### src/rtl/branch_kill_fifo.sv
// In-order FIFO whose entries carry a speculative branch mask; applies branch clean and mispredict kill.
// Optional occupancy output is enabled with `define BRANCH_KILL_FIFO_COUNT_EN.
module branch_kill_fifo #(
  parameter int DATA_WIDTH = 32,
  parameter int DEPTH      = 4,
  parameter int NUM_TAGS   = 4
) (
  input  logic                        clk,
  input  logic                        rst_n,
  input  logic                        wen,
  input  logic [DATA_WIDTH-1:0]       wdata,
  input  logic [NUM_TAGS-1:0]         wmask,
  input  logic                        ren,
  output logic [DATA_WIDTH-1:0]       rdata,
  output logic [NUM_TAGS-1:0]         rmask,
  output logic                        full,
  output logic                        empty,
`ifdef BRANCH_KILL_FIFO_COUNT_EN
  output logic [$clog2(DEPTH):0]      count,
`endif
  input  logic                        br_broadcast,
  input  logic [$clog2(NUM_TAGS)-1:0] br_tag,
  input  logic                        br_clean,
  input  logic                        flush
);

  localparam int AW = $clog2(DEPTH);
  localparam int PW = AW + 1;
  localparam logic [PW-1:0] PTR_ONE  = {{AW{1'b0}}, 1'b1};
  localparam logic [PW-1:0] PTR_ZERO = {PW{1'b0}};

  logic [DATA_WIDTH-1:0] data_mem_r [DEPTH];
  logic [NUM_TAGS-1:0]   mask_mem_r [DEPTH];

  logic [PW-1:0]       wptr_r;
  logic [PW-1:0]       rptr_r;
  logic [PW-1:0]       wptr_nxt_s;
  logic [PW-1:0]       rptr_nxt_s;
  logic [PW-1:0]       occ_s;
  logic [PW-1:0]       scan_ptr_s;
  logic [PW-1:0]       kill_ptr_s;
  logic                kill_hit_s;
  logic                hit_s;
  logic                full_s;
  logic                empty_s;
  logic                push_s;
  logic                pop_s;
  logic                write_s;
  logic                do_clean_s;
  logic                do_kill_s;
  logic [NUM_TAGS-1:0] tag_bit_s;
  logic [NUM_TAGS-1:0] clean_bit_s;
  logic [NUM_TAGS-1:0] wmask_eff_s;

  assign full_s  = (wptr_r[AW] != rptr_r[AW]) && (wptr_r[AW-1:0] == rptr_r[AW-1:0]);
  assign empty_s = (wptr_r == rptr_r);
  assign occ_s   = wptr_r - rptr_r;

  assign tag_bit_s   = {{(NUM_TAGS-1){1'b0}}, 1'b1} << br_tag;
  assign do_clean_s  = br_broadcast & br_clean;
  assign do_kill_s   = br_broadcast & ~br_clean;
  assign clean_bit_s = do_clean_s ? tag_bit_s : {NUM_TAGS{1'b0}};
  assign wmask_eff_s = wmask & ~clean_bit_s;
  assign push_s      = wen & ~full_s;
  assign pop_s       = ren & ~empty_s;

  // Oldest valid entry carrying the resolved tag; scanning youngest-first lets the oldest hit win.
  always_comb begin
    kill_hit_s = 1'b0;
    kill_ptr_s = wptr_r;
    scan_ptr_s = rptr_r;
    hit_s      = 1'b0;
    for (int i = DEPTH - 1; i >= 0; i--) begin
      scan_ptr_s = rptr_r + PW'(i);
      hit_s      = (PW'(i) < occ_s) && mask_mem_r[scan_ptr_s[AW-1:0]][br_tag];
      kill_hit_s = kill_hit_s | hit_s;
      kill_ptr_s = hit_s ? scan_ptr_s : kill_ptr_s;
    end
  end

  // Next pointer values and write qualification: flush, then kill truncation, then normal traffic.
  always_comb begin
    write_s    = push_s;
    rptr_nxt_s = pop_s ? (rptr_r + PTR_ONE) : rptr_r;
    wptr_nxt_s = wptr_r;
    if (flush) begin
      write_s    = 1'b0;
      rptr_nxt_s = PTR_ZERO;
      wptr_nxt_s = PTR_ZERO;
    end else if (do_kill_s && kill_hit_s) begin
      write_s = 1'b0;
      if (pop_s && (kill_ptr_s == rptr_r)) begin
        wptr_nxt_s = rptr_r + PTR_ONE;
      end else begin
        wptr_nxt_s = kill_ptr_s;
      end
    end else begin
      write_s    = push_s & ~(do_kill_s & wmask[br_tag]);
      wptr_nxt_s = write_s ? (wptr_r + PTR_ONE) : wptr_r;
    end
  end

  // Pointer registers; reset empties the queue immediately.
  always_ff @(posedge clk or negedge rst_n) begin
    if (!rst_n) begin
      wptr_r <= PTR_ZERO;
      rptr_r <= PTR_ZERO;
    end else begin
      wptr_r <= wptr_nxt_s;
      rptr_r <= rptr_nxt_s;
    end
  end

  // Entry storage: clean clears the tag everywhere, then the new entry (if any) overrides its slot.
  always_ff @(posedge clk) begin
    for (int i = 0; i < DEPTH; i++) begin
      if (do_clean_s) begin
        mask_mem_r[i] <= mask_mem_r[i] & ~tag_bit_s;
      end
    end
    if (write_s) begin
      data_mem_r[wptr_r[AW-1:0]] <= wdata;
      mask_mem_r[wptr_r[AW-1:0]] <= wmask_eff_s;
    end
  end

  assign rdata = data_mem_r[rptr_r[AW-1:0]];
  assign rmask = mask_mem_r[rptr_r[AW-1:0]] & ~clean_bit_s;
  assign full  = full_s;
  assign empty = empty_s;
`ifdef BRANCH_KILL_FIFO_COUNT_EN
  assign count = occ_s;
`endif

  a_tag_legal: assert property (@(posedge clk) disable iff (!rst_n)
    br_broadcast |-> (32'(br_tag) < 32'(NUM_TAGS)));

endmodule
### config.mk
export PLATFORM = sky130hd
export DESIGN_NAME = branch_kill_fifo
export DESIGN_NICKNAME = d
export VERILOG_FILES = /design/src/rtl/branch_kill_fifo.sv
export SDC_FILE = /design/constraint.sdc
export NUM_CORES = 1
export LEC_CHECK = 0
export ABC_AREA = 1
export BUFFER_PORTS_ARGS = -buffer_cell sky130_fd_sc_hd__clkbuf_2
export CORE_MARGIN = 5
export CORE_UTILIZATION = 37
export CTS_CLUSTER_SIZE = 30
export DETAILED_ROUTE_END_ITERATION = 8
export PLACE_DENSITY = 0.66
export SLEW_MARGIN = 20
export SYNTH_ARGS = -nofsm -noshare
export SYNTH_HDL_FRONTEND = slang
export SYNTH_SLANG_ARGS = --single-unit
### constraint.sdc
create_clock -name clk -period 3.7 [get_ports clk]
set_input_delay 0.74 -clock clk [delete_from_list [all_inputs] [get_ports clk]]
set_output_delay 0.74 -clock clk [all_outputs]
set_load 0.005 [all_outputs]
Word-level counts from Yosys, hierarchy flattened
Memory sizes are Yosys's and may differ from the RTL's.
Index checks and enable logic that the tools add are counted.
W data, S select, Z words.
{"block": "word_totals", "regBits": 6, "ram_bits": 144, "input_bits": 45, "out_inout_bits": 38, "word_cells": 76, "n_memories": 2}
{"block": "op_classes", "addsub": 5, "magnitude_cmp": 5, "n_eq_ne": 4, "shifts": 1, "n_mux": 27, "n_bitwise": 21, "reduce_logical": 9}
{"name": "data_mem_r", "depth": 4, "word_bits": 32, "read_ports": 1, "rd_ports_with_merged_regs": 0, "write_ports": 1, "line": "32", "source": "logic [DATA_WIDTH-1:0] data_mem_r [DEPTH];"}
{"name": "mask_mem_r", "depth": 4, "word_bits": 4, "read_ports": 8, "rd_ports_with_merged_regs": 0, "write_ports": 5, "line": "33", "source": "logic [NUM_TAGS-1:0] mask_mem_r [DEPTH];"}
{"op": "$mux W3", "n": 10}
{"op": "$and A4 B4 Y4", "n": 6}
{"op": "$mux W1", "n": 11}
{"op": "$bmux W1 S2", "n": 5}
{"op": "$not A4 Y4", "n": 2}
{"op": "$logic_and A1 B1 Y1", "n": 7}
{"op": "$add A3 B1 Y3 const B", "n": 2}
{"op": "$add A3 B2 Y3 const B", "n": 2}
{"op": "$and A1 B1 Y1", "n": 6}
{"op": "$eq A3 B3 Y1", "n": 2}
{"op": "$lt A1 B3 Y1 const A", "n": 2}
{"op": "$lt A2 B3 Y1 const A", "n": 2}
{"op": "$mux W4", "n": 1}
{"op": "$not A1 Y1", "n": 4}
{"op": "$shl A1 B2 Y4 const A", "n": 1}
{"op": "$lt A2 B3 Y1 const B", "n": 1}
{"op": "$or A1 B1 Y1", "n": 3}
{"op": "$reduce_bool A3 Y1", "n": 1}
{"op": "$sub A3 B3 Y3", "n": 1}
{"op": "$eq A2 B2 Y1", "n": 1}
{"op": "$reduce_bool A2 Y1", "n": 1}
{"op": "$ne A1 B1 Y1", "n": 1}

Logic depth before layout (Yosys ltp)
Gate-level depths: netlist of the first run.
An unclocked memory read counts as a cell.
{"block": "depth", "depth_word": 14, "mapped_depth": 23, "ltp_nobuf": 21}

Least setup slack after synthesis of the first run
OpenSTA, ideal clock, no wires.
{"block": "synth_timing", "kind": "reg2reg", "from": "reg rptr_r[1]", "to": "mem data_mem_r[0][0], enable pin", "setup_ns": 0.387, "arrival_ns": 3.332, "required_ns": 3.313, "setup_slack_ns": -0.018, "stages_incl_launch_ff": 17, "period_less_slack_ns": 3.718, "path_cell_list": "dfrtp_1 -> buf_2 -> inv_2 -> buf_2 -> clkbuf_1 -> ha_1 -> inv_1 -> nand3_1 -> nand3_1 -> nand2_1 -> inv_1 -> nand2_2 -> a21oi_2 -> a31oi_4 -> nor3_4 -> nand2_4 -> inv_1"}
{"block": "synth_between", "elab_chain_len": 13, "word_cells_on_any_way": 34, "classes_between": "add/sub (4); order compare (4); eq/ne (1); mux (12); bitwise (6); reduce/logical (6); memory (1)"}
{"element": "start, declared", "line": "36", "source": "logic [PW-1:0] rptr_r;"}
{"element": "start signal, assigned", "line": "110", "source": "rptr_r <= rptr_nxt_s;"}
{"element": "$add A3 B2 Y3", "line": "74", "source": "scan_ptr_s = rptr_r + PW'(i);"}
{"element": "$mem_v2 Z4 W4"}
{"element": "$bmux W1 S2", "line": "75", "source": "hit_s = (PW'(i) < occ_s) && mask_mem_r[scan_ptr_s[AW-1:0]][br_tag];"}
{"element": "$mux W1 (implied by the code)", "line": "75"}
{"element": "$logic_and A1 B1 Y1", "line": "75"}
{"element": "$or A1 B1 Y1 (3 in a row)", "line": "76", "source": "kill_hit_s = kill_hit_s | hit_s;"}
{"element": "$logic_and A1 B1 Y1", "line": "90", "source": "end else if (do_kill_s && kill_hit_s) begin"}
{"element": "$mux W1 (*)", "line": "90"}
{"element": "$mux W1 (*)", "line": "86", "source": "if (flush) begin"}
{"element": "$mux W1 (*)", "line": "121", "source": "if (write_s) begin"}
{"element": "$mux W1 (implied by the code) (*)", "line": "122", "source": "data_mem_r[wptr_r[AW-1:0]] <= wdata;"}
{"element": "end, declared", "line": "32"}
Every way passes the cells marked *; elsewhere a longest branch is shown, timed or not. The select of a mux whose other input is x is not followed.

Worst setup path in the final report of the first run
{"block": "layout_timing", "from": "reg wptr_r[0]", "to": "mem data_mem_r[1][5], enable pin"}
{"block": "layout_between", "elab_chain_len": 11, "word_cells_on_any_way": 22, "classes_between": "add/sub (1); order compare (4); eq/ne (1); mux (4); bitwise (6); reduce/logical (6)"}
{"element": "start, declared", "line": "35", "source": "logic [PW-1:0] wptr_r;"}
{"element": "start signal, assigned", "line": "109", "source": "wptr_r <= wptr_nxt_s;"}
{"element": "$sub A3 B3 Y3", "line": "57", "source": "assign occ_s = wptr_r - rptr_r;"}
{"element": "$lt A2 B3 Y1", "line": "75"}
{"element": "$logic_and A1 B1 Y1", "line": "75"}
{"element": "$or A1 B1 Y1 (3 in a row)", "line": "76"}
{"element": "$logic_and A1 B1 Y1", "line": "90"}
{"element": "$mux W1", "line": "90"}
{"element": "$mux W1", "line": "86"}
{"element": "$mux W1", "line": "121"}
{"element": "$mux W1 (implied by the code)", "line": "122"}
Parallel ways exist; a longest one is shown, timed or not.

==> results.py, run 1 <==
metrics = {
    "synth": {
        "synth_fp_nets": 701,
        "ys_seq_area_frac": 0.651,
        "yosysTopAreaCellShare": 0.629,
        "synth-seq-cells": 150,
        "synth_top_cells_by_count": "144 x edfxtp_1, 120 x nand2_1, 75 x o21ai_0",
        "synth.distinct_cells": 34,
        "muxShareOfSynthArea": 0,
        "ys_warn_count": 0,
        "synthAdderAreaFrac": 0.0175,
        "async_flop_share": 0.0400,
        "synth_simple_gate_area_frac": 0.171,
        "synth_top_family_by_area": "simple AND/OR/NAND/NOR gates",
        "syn-cell-area_um2": 6870,
        "yosysTopAreaCell": "edfxtp_1",
        "synth_area_leaders": "edfxtp_1 63%, nand2_1 6.6%, o21ai_0 5.5%",
        "syn_area_per_cell_um2": 10.6,
        "synthXorXnorAreaFrac": 0.00510,
        "synth_cells": 647,
        "ys.flop_type": "edfxtp_1",
        "synth-compound-area-share": 0.116,
        "synth_edf_count": 144,
        "synth_most_common_cell": "edfxtp_1",
    },
    "outcome": {
        "status": "finished, final reports clean",
    },
    "clock_tree": {
        "cts_tree": "done",
        "cts_root_buf": "clkbuf_16",
        "post_cts_buffers": 0,
        "cts_buffers": 17,
        "ctsResizeCount": 0,
        "clock_latency_ns": 0.42,
        "cts-htree-levels": 4,
        "cts_sinks": 150,
        "cts_buffer_depth": 2,
        "path_clk_slew_ns": 0.06,
        "holdBufCountCts": 0,
    },
    "power": {
        "switchingPower_mw": 2.32,
        "p_per_area_nw_per_um2": 756,
        "internal_power_mw": 3.85,
        "seqPwrFrac": 0.345,
        "p_sw_frac": 0.375,
        "p_leak_nw": 3.18,
        "total_power_mw": 6.17,
        "peakVddDrop_mv": 0.397,
        "power_frac_comb": 0.393,
        "pwr-share-clk": 0.262,
    },
    "timing": {
        "slew_headroom": 0.601,
        "final_hold_viol_count": 0,
        "finalSetupViolations": 0,
        "post-route-min-period_ns": 3.28,
        "finalCritPeriodShare": 0.887,
        "fin_hold_ws_ns": 0.143,
        "worst_slew_pin_slew_ns": 0.592,
        "max_freq_ghz": 0.305,
        "setup_tns_ns": 0,
        "slew_viol_final": 0,
        "grt_setup_unrepaired": "no",
        "finClkSkew_ns": 0.00847,
    },
    "grt": {
        "antenna_found_initial": 0,
        "grt_max_degree": 49,
        "globalRouteMet1Util": 0.198,
        "gr-usage-met2": 0.245,
        "busiest_layer": "met2",
        "grt_use_total": 0.151,
        "grt_pass1_vias": 4756,
        "grt_pass1_wl_um": 25500,
        "grt_use_met3": 0.0347,
        "grt-ovfl-total": 0,
    },
    "worst_setup_path": {
        "critPathKind": "flip-flop to flip-flop",
        "slowest_delay_ns": 0.47,
        "worstPathArrival_ns": 3.45,
        "end_kind": "flip-flop",
        "worstPathMaxFanout": 24,
        "slowest_stage": "fa_1",
        "start_kind": "flip-flop",
        "crit_path_cell_trace": "inv_1 -> ha_1 -> inv_1 -> fa_1 -> inv_1 -> or2_2 -> nand3_1 -> nand3_1 -> nor2_4 -> a21oi_2 -> a31oi_4 -> nor3_4 -> nand2_4 -> clkinvlp_4 -> buf_12",
        "r2r_setup_slack_ns": 0.42,
        "cpMostUsedCell": "inv_1",
        "cp.required_ns": 3.87,
        "crit_family": "simple AND/OR/NAND/NOR gates",
        "path_buf_inv": 5,
    },
    "flow_run": {
        "max_cap_violations": 0,
    },
    "worst_hold_path": {
        "hold_path_class": "input pin to async pin",
    },
    "finish": {
        "nNetsFinal": 785,
        "instances_no_fill": 973,
        "area_delta_synth_final_pct": 18.8,
        "num_antenna_cells": 0,
        "final-seq-area_um2": 4480,
        "multi_input_area_um2": 2130,
        "drive_gt1_frac": 0.202,
        "fin_util": 0.450,
        "fillerInstances": 1689,
    },
    "route": {
        "avgRoutedWirePerCell_um": 16.6,
        "vias_per_cell": 5.20,
        "routed_wl_um": 16200,
        "drtAntennaViolNets": 0,
        "drc": 0,
        "num_vias": 5064,
        "dr.pass1.iters": 5,
        "initialDrtViolationCount": 396,
    },
    "floorplan": {
        "start_util": 0.379,
        "fp.dieW_um": 146,
        "die_area_um2": 21400,
        "rows": 49,
        "io_pins": 83,
        "die_h_um": 146,
        "coreArea_um2": 18100,
    },
    "place": {
        "port_buffers": 82,
        "dp_hpwl_um": 10900,
        "gp_congestion": 0.888,
        "place_inst": 941,
    },
}
## sequential cells by signal, summed over array words and instances, names as in the netlist
name,count
data_mem_r,128
mask_mem_r,16
rptr_r,3
wptr_r,3
## power by group through the flow
stage,registers [mW],clock network [mW],logic (mW)
after CTS,2.13,1.65,2.44
after global placement,2.16,0,2.42
after global routing,2.14,1.73,2.73
after detailed placement,2.16,0,2.42
after floorplan,2.14,0,1.64
final,2.13,1.62,2.42
## cell usage in the layout (no fill, tap or decap), types with 2 or more instances in the layout
master	netlist	final
edfxtp_1	144	144
nand2_1	120	120
clkbuf_2	0	82
o21ai_0	75	75
nor2_1	72	72
nand3_1	64	64
o22ai_1	32	32
inv_1	33	29
o21ai_1	23	23
clkbuf_16	0	17
a21oi_1	11	11
clkinvlp_4	0	9
ha_1	8	8
buf_4	1	8
clkinv_2	0	6
dfrtp_1	6	5
inv_2	4	4
nand2_4	4	4
buf_12	0	4
nor2_2	3	3
xor2_1	3	3
nand2_2	2	2
nor2_4	2	2
bufinv_16	0	2
## logic make-up after synthesis
logic type	after synthesis
and+or+nand+nor	271
buffers and inverters	67
xor gates and xnor gates	4
AOI/OAI and AO/OA	146
adders and majority gates	9
DFF	150
## per-stage QoR
stage | instance area, um^2 | setup WS [ns]
after floorplan | 6890 | 0.275
after global placement | 7600 | 0.480
after detailed placement | 7600 | 0.387
after CTS | 8160 | 0.384
after global routing | 8160 | 0.206
final | 8160 | 0.416
## per-layer routing
layer,part of all wire,up-vias
met1,0.45,2419
li1,-,2462
met5,0,-
met2,0.47,161
met3,0.056,22
met4,0.016,0
## worst paths after layout
path	from	end	depth (start not counted)
max	wptr_r[0]	data_mem_r[1][5]	15
min	rst_n	rptr_r[2]	1
max reg2reg	wptr_r[0]	data_mem_r[1][5]	15
min reg2reg	wptr_r[0]	wptr_r[0]	2
max in group asynchronous	rst_n	rptr_r[0]	1
min in group clk	wdata[22]	data_mem_r[3][22]	1
## final cells by class
type                       count  share of cell area
multi-input combinational    430               0.261
timing repair buffer          94              0.0674
clock inverter                14              0.0167
clock buffer                  18              0.0526
inverter                      38              0.0193
sequential                   150               0.548
tap                          229              0.0351
(Power assumes the default switching activity.)
==> run 2, diff against run 1 <==
Settings changed: ABC_AREA 1 to default, CAP_MARGIN from default to 20, CORE_UTILIZATION 37 to 53, PLACE_DENSITY 0.66 to 0.86.
==> run 2 against run 1 <==
Effect of this change:
- sequential cell count unchanged
- wire length down 8.3%
- power down 15%
- register-to-register slack worse by 0.25 ns
- critical endpoint is now data_mem_r[0][6]
- largest power group is now registers
- highest routed layer unchanged
==> results.py, run 2 <==
metrics = {
    "synth": {
        "synth_fp_nets": 443,
        "synth_edf_count": 144,
        "synth-seq-cells": 150,
        "ys_seq_area_frac": 0.647,
        "ys.flop_type": "edfxtp_1",
        "synth_area_leaders": "edfxtp_1 63%, mux4_2 16%, mux2i_1 3.8%",
        "ys_warn_count": 0,
        "async_flop_share": 0.0400,
        "synth_top_cells_by_count": "144 x edfxtp_1, 50 x mux4_2, 29 x nand2_1",
        "yosysTopAreaCell": "edfxtp_1",
        "synth.distinct_cells": 53,
        "syn-cell-area_um2": 6910,
        "synth_cells": 389,
        "syn_area_per_cell_um2": 17.8,
        "synth_most_common_cell": "edfxtp_1",
        "yosysTopAreaCellShare": 0.626,
    },
    "timing": {
        "final_hold_viol_count": 0,
        "finalSetupViolations": 0,
        "slew_viol_final": 0,
        "post-route-min-period_ns": 3.54,
        "slew_headroom": 0.545,
        "finClkSkew_ns": 0.0211,
        "worst_slew_pin_slew_ns": 0.683,
        "max_freq_ghz": 0.283,
        "setup_tns_ns": 0,
        "finalCritPeriodShare": 0.956,
    },
    "worst_setup_path": {
        "worstPathMaxFanout": 32,
        "start_kind": "flip-flop",
        "worstPathArrival_ns": 3.62,
        "cp.required_ns": 3.78,
        "reg2reg_from": "wptr_r[0]",
        "cpMostUsedCell": "inv_1",
        "slowest_delay_ns": 0.44,
        "startpoint": "wptr_r[0]",
        "r2r_end": "data_mem_r[0][6]",
        "r2r_setup_slack_ns": 0.16,
        "path_buf_inv": 4,
        "critPathKind": "flip-flop to flip-flop",
        "crit_family": "simple AND/OR/NAND/NOR gates",
        "reg2reg_depth": 12,
        "slowest_stage": "dfrtp_1",
        "end_kind": "flip-flop",
        "crit_path_cell_trace": "inv_1 -> ha_1 -> inv_1 -> fa_1 -> xnor3_1 -> o2111a_1 -> nor3_2 -> a311oi_2 -> nor3b_2 -> buf_4 -> nand2_2 -> inv_8",
    },
    "floorplan": {
        "fp.dieW_um": 124,
        "rows": 41,
        "io_pins": 83,
        "die_h_um": 124,
        "die_area_um2": 15400,
        "start_util": 0.543,
        "coreArea_um2": 12700,
    },
    "finish": {
        "fillerInstances": 900,
        "instances_no_fill": 666,
        "drive_gt1_frac": 0.395,
        "num_antenna_cells": 0,
        "area_delta_synth_final_pct": 17.2,
        "largest_reg_flops": 128,
        "nNetsFinal": 535,
        "fin_util": 0.637,
        "layout_common_cells": "144 x edfxtp_1, 82 x clkbuf_2, 50 x mux4_2",
        "layout_commonest_cell": "edfxtp_1",
    },
    "route": {
        "route.met2.wl_um": 7570,
        "initialDrtViolationCount": 386,
        "vias_per_cell": 5.96,
        "avgRoutedWirePerCell_um": 22.3,
        "topRoutingLayerUsed": "met4",
        "drc": 0,
        "drtAntennaViolNets": 0,
        "num_vias": 3971,
        "routed_wl_um": 14800,
        "dr.pass1.iters": 5,
        "met3_length_um": 1370,
        "wl_met1_um": 5710,
    },
    "power": {
        "p_leak_nw": 2.93,
        "peakVddDrop_mv": 0.448,
        "p_per_area_nw_per_um2": 648,
    },
    "place": {
        "gp_congestion": 0.903,
        "place_inst": 634,
        "port_buffers": 82,
        "dp_hpwl_um": 9800,
    },
    "grt": {
        "grt_pass1_vias": 4177,
        "grt-ovfl-total": 0,
        "antenna_found_initial": 0,
        "grt_use_total": 0.194,
        "grt_max_degree": 44,
        "grt_pass1_wl_um": 23300,
    },
    "clock_tree": {
        "cts_buffer_depth": 2,
        "post_cts_buffers": 0,
        "cts_tree": "done",
        "cts-htree-levels": 4,
        "cts_root_buf": "clkbuf_16",
        "cts_sinks": 150,
        "cts_buffers": 17,
        "ctsResizeCount": 0,
        "holdBufCountCts": 0,
        "clock_latency_ns": 0.42,
        "path_clk_slew_ns": 0.06,
    },
    "outcome": {
        "status": "finished, final reports clean",
    },
    "worst_hold_path": {
        "hold_path_class": "input pin to async pin",
    },
    "flow_run": {
        "max_cap_violations": 0,
    },
}
run 2: worst register-to-register path: cells and delay by family, from the launching register on:
| kind | cells | cell delay [ns] |
|---|---|---|
| and+or+nand+nor | 3 | 0.75 |
| buffers and inverters | 4 | 0.63 |
| adders and majority gates | 2 | 0.54 |
| AOI/OAI and AO/OA | 2 | 0.54 |
| DFF | 1 | 0.44 |
| xor gates and xnor gates | 1 | 0.28 |
run 2: worst max-delay path by stage:
stage	end	slack (ns)	cells past startpoint
2_1_floorplan	data_mem_r[0][0]	0.008	15
6_report	data_mem_r[0][6]	0.16	12
4_1_cts	data_mem_r[1][28]	0.24	12
5_1_grt	data_mem_r[3][6]	-0.04	12
3_3_place_gp	data_mem_r[1][25]	0.17	10
3_5_place_dp	data_mem_r[1][29]	0.12	10
run 2: kinds of logic (layout without fill, tap and decap cells):
group | count (synthesis) | in the layout | synth area share
DFF | 150 | 150 | 0.647
muxes | 77 | 77 | 0.202
and+or+nand+nor | 60 | 60 | 0.0409
AOI/OAI and AO/OA | 49 | 49 | 0.0554
buffers and inverters | 33 | 138 | 0.0210
xor gates and xnor gates | 11 | 11 | 0.0159
adders and majority gates | 9 | 9 | 0.0174
run 2: final cells by class:
cell class              count  area [um^2]  area share
clock buffers              17          425      0.0525
clock inverters            15          116      0.0144
inverters                  15         86.3      0.0107
multi-input cells         206         2300       0.284
flip-flops and latches    150         4480       0.553
well taps                 172          215      0.0266
repair buffers             91          478      0.0590
run 2: per-layer routing:
| metal | vias to the layer above | global-route usage |
|---|---|---|
| li1 | 1760 | - |
| met1 | 2014 | 0.256 |
| met2 | 182 | 0.310 |
| met3 | 15 | 0.0549 |
| met4 | 0 | 0.0703 |
| met5 | - | 0 |
run 2: metrics by stage:
step / cell area, um^2 / total power [mW] / setup WS [ns] / hold slack, ns
after floorplan: 6960 / 3.22 / 0.00781 / 0.444
after global placement: 7560 / 3.68 / 0.170 / 0.579
after detailed placement: 7560 / 3.71 / 0.116 / 0.580
after CTS: 8100 / 5.28 / 0.235 / 0.136
after global routing: 8110 / 5.52 / -0.0370 / 0.149
final: 8110 / 5.25 / 0.163 / 0.148
run 2: power breakdown:
part	internal [mW]	switching, mW
clock	0.871	0.683
combinational	0.727	0.830
sequential	2.04	0.0946
total	3.64	1.61
==> run 3, diff against run 2 <==
Settings changed: ABC_AREA from default to 1, CORE_MARGIN 5 to 2, CORE_UTILIZATION 53 to 52, PLACE_DENSITY 0.86 to 0.84.
==> run 3 against run 2 <==
Effect of this change:
- wire length grew 10%
- worst hold slack gained 0.0040 ns
- sequential cell count is the same
- first-iteration DRC count grew 40%
- clock power grew 8%
- sequential power is essentially flat
- non-clock buffer count grew 1
- critical path depth grew 2
- worst setup slack gained 0.099 ns
- cell count grew 38%
- critical endpoint is now data_mem_r[2][16]
==> results.py, run 3 (same netlist as run 1, synthesis figures left out) <==
metrics = {
    "finish": {
        "nNetsFinal": 783,
        "largest_reg_flops": 128,
        "layout_common_cells": "144 x edfxtp_1, 120 x nand2_1, 82 x clkbuf_2",
        "area_delta_synth_final_pct": 17.1,
        "fin_util": 0.615,
        "final_area_um2": 8050,
        "layout_commonest_cell": "edfxtp_1",
        "num_antenna_cells": 0,
        "fillerInstances": 1006,
        "drive_gt1_frac": 0.189,
    },
    "grt": {
        "antenna_found_initial": 0,
        "grt-ovfl-total": 0,
        "grt_use_total": 0.242,
        "grt_max_degree": 86,
        "grt_pass1_vias": 5361,
        "grt_pass1_wl_um": 26400,
    },
    "floorplan": {
        "die_area_um2": 14200,
        "io_pins": 83,
        "start_util": 0.525,
        "fp.dieW_um": 119,
        "rows": 42,
        "die_h_um": 119,
        "coreArea_um2": 13100,
    },
    "place": {
        "place_area_um2": 7470,
        "gp_congestion": 0.980,
        "dp_hpwl_um": 10500,
        "port_buffers": 82,
    },
    "timing": {
        "slew_headroom": 0.485,
        "finClkSkew_ns": 0.00986,
        "max_freq_ghz": 0.291,
        "final_hold_viol_count": 0,
        "setup_tns_ns": 0,
        "post-route-min-period_ns": 3.44,
        "finalCritPeriodShare": 0.929,
        "fin_hold_ws_ns": 0.152,
        "grt_setup_unrepaired": "no",
        "finalSetupViolations": 0,
        "slew_viol_final": 0,
        "worst_slew_pin_slew_ns": 0.765,
    },
    "power": {
        "peakVddDrop_mv": 0.455,
        "total_power_mw": 6.23,
        "p_leak_nw": 3.16,
        "power_frac_comb": 0.390,
        "pwr-share-clk": 0.267,
        "p_sw_frac": 0.372,
        "internal_power_mw": 3.91,
        "switchingPower_mw": 2.32,
        "seqPwrFrac": 0.343,
        "p_per_area_nw_per_um2": 774,
    },
    "clock_tree": {
        "post_cts_buffers": 0,
        "cts_buffers": 17,
        "path_clk_slew_ns": 0.06,
        "cts_sinks": 150,
        "cts_buffer_depth": 2,
        "cts_tree": "done",
        "cts-htree-levels": 4,
        "clock_latency_ns": 0.41,
        "cts_root_buf": "clkbuf_16",
    },
    "route": {
        "drc": 0,
        "avgRoutedWirePerCell_um": 17.8,
        "num_vias": 5292,
        "dr.pass1.iters": 5,
        "routed_wl_um": 16400,
        "initialDrtViolationCount": 542,
        "drtAntennaViolNets": 0,
        "vias_per_cell": 5.76,
    },
    "worst_hold_path": {
        "hold_path_class": "input pin to async pin",
    },
    "worst_setup_path": {
        "cp.required_ns": 3.75,
        "critPathKind": "flip-flop to flip-flop",
        "worstPathArrival_ns": 3.49,
        "worstPathMaxFanout": 32,
        "start_kind": "flip-flop",
        "end_kind": "flip-flop",
    },
    "flow_run": {
        "max_cap_violations": 0,
    },
    "outcome": {
        "status": "finished, final reports clean",
    },
}
-- run 3: routing by layer --
layer | vias to the layer above | share of wire | GRT usage
li1 | 2466 | - | -
met1 | 2472 | 0.40 | 0.309
met2 | 311 | 0.48 | 0.380
met3 | 43 | 0.090 | 0.0670
met4 | 0 | 0.029 | 0.121
met5 | - | 0 | 0
-- run 3: power by group through the flow --
stage / combinational [mW] / clock [mW] / sequential [mW]
final: 2.43 / 1.67 / 2.13
after global routing: 2.72 / 1.75 / 2.15
after floorplan: 1.64 / 0 / 2.14
after CTS: 2.40 / 1.69 / 2.13
after detailed placement: 2.38 / 0 / 2.17
after global placement: 2.31 / 0 / 2.16
-- run 3: what timing repair did --
item / CTS / global route
resized for setup: 0 / 3
setup endpoints to repair: 0 / 73
hold buffers: 0 / 0
-- run 3: area by class of cell --
cell class	instances	area, um^2	area share
clock buffers	21	440	0.0547
repair buffers	92	497	0.0617
clock inverters	11	133	0.0165
flip-flops and latches	150	4480	0.556
inverters	38	158	0.0196
well taps	176	220	0.0274
multi-input cells	430	2130	0.264
-- run 3: worst paths after layout --
kind	end	cells past startpoint	slack, ns	from
worst min-delay path	rptr_r[2]	1	0.15	rst_n
min in group clk	data_mem_r[2][17]	1	0.54	wdata[17]
worst min register to register	wptr_r[0]	2	0.60	wptr_r[0]
worst max register to register	data_mem_r[2][16]	14	0.26	rptr_r[1]
max in group asynchronous	rptr_r[0]	1	3.36	rst_n
worst max-delay path	data_mem_r[2][16]	14	0.26	rptr_r[1]
-- run 3: per-stage QoR --
step / worst slack (ns) / instances
3_5_place_dp: 0.237 / 886
6_report: 0.262 / 918
2_1_floorplan: 0.275 / 647
4_1_cts: 0.238 / 918
3_3_place_gp: 0.328 / 886
5_1_grt: 0.00704 / 918
-- run 3: worst max-delay path, cell delays in order (launching register included) --
cell	delay [ns]
dfrtp_1	0.39
inv_2	0.19
ha_1	0.38
inv_1	0.23
nand3_1	0.11
nand3_1	0.11
nand2_1	0.09
inv_1	0.07
nand2_2	0.08
a21oi_2	0.19
a31oi_4	0.15
nor3_4	0.37
nand2_4	0.17
clkinvlp_4	0.10
buf_4	0.41
